**src/rtl/mod_k_seq_pkg.sv**
```systemverilog
// mod_k_seq_pkg: shared state type and default widths for the mod-k period sequencer
package mod_k_seq_pkg;
   typedef enum logic [1:0] {IDLE, RUN, DONE} state_t;
   localparam int N_DEF = 8;
   localparam int M_DEF = 8;
endpackage

```
**src/rtl/mod_k_counter_en.sv**
```systemverilog
// mod_k_counter_en: enabled modulo-k counter with sync clear and wrap flag
module mod_k_counter_en import mod_k_seq_pkg::*; #(
   parameter int N = N_DEF
) (
   input  logic         i_clk,
   input  logic         i_reset,
   input  logic         i_clear,
   input  logic         i_en,
   input  logic [N-1:0] i_k,
   output logic [N-1:0] o_count,
   output logic         o_wrap
);
   localparam logic [N-1:0] ONE = 1;
   // k=0 wraps k-1 to all ones, giving a full 2^N period
   assign o_wrap = i_en && (o_count == i_k - ONE);
   always_ff @(posedge i_clk or posedge i_reset)
      if (i_reset) o_count <= '0;
      else if (i_clear) o_count <= '0;
      else if (i_en) o_count <= o_wrap ? '0 : o_count + ONE;
endmodule

```
**src/rtl/mod_k_period_sequencer.sv**
```systemverilog
// mod_k_period_sequencer: runs a mod-k counter for P periods per accepted command
module mod_k_period_sequencer import mod_k_seq_pkg::*; #(
   parameter int N = N_DEF,
   parameter int M = M_DEF
) (
   input  logic         i_clk,
   input  logic         i_reset,
   input  logic         i_valid,
   output logic         o_ready,
   input  logic [N-1:0] i_k,
   input  logic [M-1:0] i_periods,
   input  logic         i_abort,
   output logic         o_busy,
   output logic [N-1:0] o_count,
   output logic         o_tick,
   output logic [M-1:0] o_period,
   output logic         o_done
);
   localparam logic [M-1:0] ONE_M = 1;
   state_t       state, state_nx;
   logic [N-1:0] k_q, cnt;
   logic [M-1:0] p_q, period_q;
   logic         accept, last, clr, wrap;
   assign accept = i_valid && (state == IDLE);
   assign last   = wrap && (period_q == p_q - ONE_M);
   assign clr    = accept || (state == RUN && i_abort) || (state == DONE);
   always_comb begin
      state_nx = state;
      if (state == IDLE) begin
         if (accept) state_nx = (i_periods == '0) ? DONE : RUN;
      end else if (state == RUN) begin
         if (i_abort) state_nx = IDLE;
         else if (last) state_nx = DONE;
      end else begin
         state_nx = IDLE;
      end
   end
   mod_k_counter_en #(.N(N)) u_cnt (
      .i_clk   (i_clk),
      .i_reset (i_reset),
      .i_clear (clr),
      .i_en    (state == RUN),
      .i_k     (k_q),
      .o_count (cnt),
      .o_wrap  (wrap)
   );
   // period still advances on an aborted final tick
   always_ff @(posedge i_clk or posedge i_reset)
      if (i_reset) begin
         state    <= IDLE;
         k_q      <= '0;
         p_q      <= '0;
         period_q <= '0;
      end else begin
         state <= state_nx;
         if (accept) begin
            k_q      <= i_k;
            p_q      <= i_periods;
            period_q <= '0;
         end else if (wrap) begin
            period_q <= period_q + ONE_M;
         end
      end
   assign o_ready  = state == IDLE;
   assign o_busy   = state == RUN;
   assign o_done   = state == DONE;
   assign o_tick   = wrap;
   assign o_count  = (state == RUN) ? cnt : '0;
   assign o_period = period_q;
endmodule

```
**config.mk**
```make
export PLATFORM = sky130hd
export DESIGN_NAME = mod_k_period_sequencer
export DESIGN_NICKNAME = d
export VERILOG_FILES = /design/src/rtl/mod_k_seq_pkg.sv /design/src/rtl/mod_k_counter_en.sv /design/src/rtl/mod_k_period_sequencer.sv
export SDC_FILE = /design/constraint.sdc
export NUM_CORES = 1
export LEC_CHECK = 0
export BUFFER_PORTS_ARGS = -buffer_cell sky130_fd_sc_hd__buf_2
export CAP_MARGIN = 0
export CELL_PAD_IN_SITES_DETAIL_PLACEMENT = 0
export CELL_PAD_IN_SITES_GLOBAL_PLACEMENT = 1
export CORE_UTILIZATION = 41
export CTS_CLUSTER_SIZE = 40
export DETAILED_ROUTE_END_ITERATION = 8
export PLACE_DENSITY = 0.89
export SYNTH_ARGS = -nofsm -noshare
export SYNTH_HDL_FRONTEND = slang
export SYNTH_SLANG_ARGS = --single-unit
```
**constraint.sdc**
```tcl
create_clock -name i_clk -period 3.6 [get_ports i_clk]
set_input_delay 1.08 -clock i_clk [delete_from_list [all_inputs] [get_ports i_clk]]
set_output_delay 1.08 -clock i_clk [all_outputs]
set_load 0.02 [all_outputs]
```
==> summary.md <==
| Metric | Value |
|---|---|
| Outcome | `completed` |
| Synth area leaders | `dfrtp_1 (40%), nand2_1 (10%), xnor2_1 (7.0%)` |
| Setup TNS | `0 ns` |
| GRT met2 Usage | `0.298` |
| Critical path endpoint category | `output pin` |
| Dominant synthesized flop cell | `dfrtp_1` |
| FF+latch count, synth | `34` |
| Vias | `1932` |
| Highest clock rate | `about 310 MHz` |
| Wire length per cell | `around 13 um` |
| Delay-heaviest family, CP | `simple AND/OR/NAND/NOR gates` |
| Seq/Total Area, Yosys | `0.397` |
| CTS Buffer Depth | `2` |
| Pwr Density | `about 460 mW/mm2` |
| Ant diodes | `0` |
| CTS tree | `done` |
| Post-CTS resize count | `0` |
| Die ar. | `0.00552 mm2` |
| Buf+Inv Stages, Crit Path | `2` |
| Port Buf Inserts | `39` |
| Hold violation count in the final report | `0` |
| TritonCTS buffer count | `5` |
| Critical Path AT | `about 2.1 ns` |
| Crit Path Max Fanout | `8` |
| Area grow syn2layout | `16.1%` |
| Vias in the first global route | `1776` |
| CTS H-tree depth | `2` |
| # clock sinks | `34` |
| Final Power | `between 1 and 1.5 mW` |
| Routed Antenna Nets | `0` |
| Net Count, Synth | `284` |
| Min Tclk post-route | `3.22 ns` |
| Fin nets | `323` |
| Req. time, crit path | `approximately 2.5 ns` |
| Gpl congestion | `0.872` |
| Proportion of layout cells with a drive suffix above 1 | `0.193` |
| WL final | `approximately 4900 um` |
| Unrepaired setup endpoints after global routing | `false` |
| Min-delay worst type | `reg -> reg` |
| CORE AREA | `around 0.0049 mm2` |
| Critical path startpoint category | `flop` |
| Library cells used by synthesis | `42` |
| Die width | `74.3 um` |
| Initial antenna violation count | `0` |
| Slew Limit Fails | `0` |
| Worst-Skew Late Latency | `0.28 ns` |
| Gr ovfl total | `0` |
| Cts hold-fix bufs | `0` |
| Leak pwr | `1.16 nW` |
| Final setup viols | `0` |
| Avg Inst Size Synth | `8.24 um2` |
| Die height | `about 74 um` |
| Cell taking the most area after synthesis | `dfrtp_1` |
| Register clock-pin slew on the reported worst setup and hold paths | `0.07 ns` |
| Global routing usage on met3 | `0.0556` |
| GR peak layer | `met1` |
| Crit path depth | `9` |
| GR Util All Layers | `0.207` |
| Vias per cell | `5.26` |
| # rows | `25` |
| Asr flop ratio synth | `1.00` |
| Largest stage delay on the critical path | `0.44 ns` |
| Met1 Use GR | `0.300` |
| Drt initial violations | `about 160` |
| I/O pin cnt | `40` |
| Synth warn | `0` |
| Max_cap viols | `0` |
| EDFF count, synth | `0` |
| Non-filler instance count after layout | `approximately 370` |
| First-pass GRT wire length | `8630 um` |
| Clock skew | `0.00751 ns` |
| Cell Area, Synth | `0.00214 mm2` |
| Peak VDD IR | `0.000250 V` |
| Dpl hpwl | `3560 um` |
| Slew headroom | `0.661` |
| Worst hold slack | `0.501 ns` |
| Final cycle utilization of the critical path | `0.894` |
| CP cell instances | `inv_1 > ha_1 > and3b_1 > o21ai_0 > a31oi_1 > and3_1 > nand2_2 > nor2_1 > buf_2` |
| Root buf cell | `clkbuf_8` |
| Setup Buffers After CTS | `0` |
| Drt first pass iters | `4` |
| Slew @ Worst Pin | `0.501 ns` |
| Drt drc | `0` |
| Largest net degree at the start of global routing | `35` |
| Synth cell count leaders | `nand2_1 (59), dfrtp_1 (34), xnor2_1 (17)` |
| Slowest-stage cell, CP | `dfrtp_1` |
| Crit path kind | `reg -> out` |
| Cell count after synthesis | `260` |
| Hold path cells | `2` |
| Cells after DPL | `359` |
| Initial Utilization | `0.439` |
| Register-to-Register Path Depth | `10` |
| Most common cell in the synthesized netlist | `nand2_1` |
| Top cell type's share of synthesized area | `0.397` |
==> flip-flops by register name (all words and copies together) (netlist names) <==
| name | flops |
|---|---|
| k_q | 8 |
| o_period | 8 |
| p_q | 8 |
| state | 2 |
| u_cnt.o_count | 8 |
==> final timing paths <==
path	from	end	slack (ns)
min in group asynchronous	i_reset	p_q[3]$_DFFE_PP0P_	0.88
worst max register to register	k_q[0]$_DFFE_PP0P_	u_cnt.o_count[7]$_DFFE_PP0P_	1.07
max in group asynchronous	i_reset	u_cnt.o_count[7]$_DFFE_PP0P_	2.41
worst max-delay path	k_q[0]$_DFFE_PP0P_	o_tick	0.38
worst min register to register	p_q[7]$_DFFE_PP0P_	p_q[7]$_DFFE_PP0P_	0.50
worst min-delay path	p_q[7]$_DFFE_PP0P_	p_q[7]$_DFFE_PP0P_	0.50
==> placed cells by master, fill, tap and decap left out, drive strengths merged, types with 2 or more instances in the layout <==
master	netlist	routed
or4	4	4
nand2b	2	2
o21ai	9	9
clkbuf	7	7
dfrtp	34	34
a21oi	12	12
or2	4	4
nand2	61	61
o31ai	5	5
o211ai	3	3
o21bai	2	2
nand3	9	9
or3	3	3
nor4	4	4
nor2b	4	4
nor3	5	5
inv	9	9
clkinv	1	2
buf	5	44
a31oi	4	4
and3	2	2
and2	8	8
xnor2	17	17
o311ai	2	2
xor2	6	6
nor2	14	14
nand4	12	12
ha	4	4
==> report_power, final <==
group	leakage, nW	total, mW	internal (mW)	switching (mW)
sequential	0.445	0.507	0.430	0.0771
combinational	0.662	0.339	0.149	0.190
clock	0.0482	0.293	0.154	0.138
total	1.16	1.14	0.734	0.405
==> cell type report <==
class                           instances  area, um2
Clock inverter                          1       5.00
Tap cell                               67       83.8
Fill cell                             512       2390
Inverter                               10       37.5
Clock buffer                            7       86.3
Sequential cell                        34        851
Timing Repair Buffer                   44        233
Multi-Input combinational cell        204       1190
==> routing by layer <==
metal  wire [um]  part of all wire
met2        2160              0.44
met3         257             0.052
met1        2420              0.49
met5           0                 0
met4          92             0.019
==> logic make-up (layout without fill, tap and decap cells) <==
logic type               count (synthesis)  after routing  share of synthesized area
AND/OR/NAND/NOR                        134            134                      0.310
buffers and inverters                   22             62                     0.0467
flip-flops                              34             34                      0.397
AO/OA/AOI/OAI                           43             43                      0.129
adder cells (fa/ha/maj)                  4              4                     0.0234
XOR/XNOR                                23             23                     0.0940
==> worst register-to-register path, cell delays in order, from the launching register on <==
cell,delay (ns)
dfrtp_1,0.45
inv_1,0.09
ha_1,0.31
and3b_1,0.23
o21ai_0,0.14
a31oi_1,0.09
and3_1,0.18
nand2_2,0.08
buf_4,0.24
nand3_1,0.24
o311ai_0,0.38
==> through the flow <==
stage | worst slack, ns | instance area, um2 | util
6_report | 0.380 | 2490 | 0.510
5_1_grt | 0.0896 | 2490 | 0.510
4_1_cts | 0.373 | 2490 | 0.510
3_5_place_dp | 0.690 | 2400 | 0.491
3_3_place_gp | 0.790 | 2400 | 0.491
2_1_floorplan | 0.486 | 2140 | -
No activity file was read; power rests on OpenSTA's default activity.
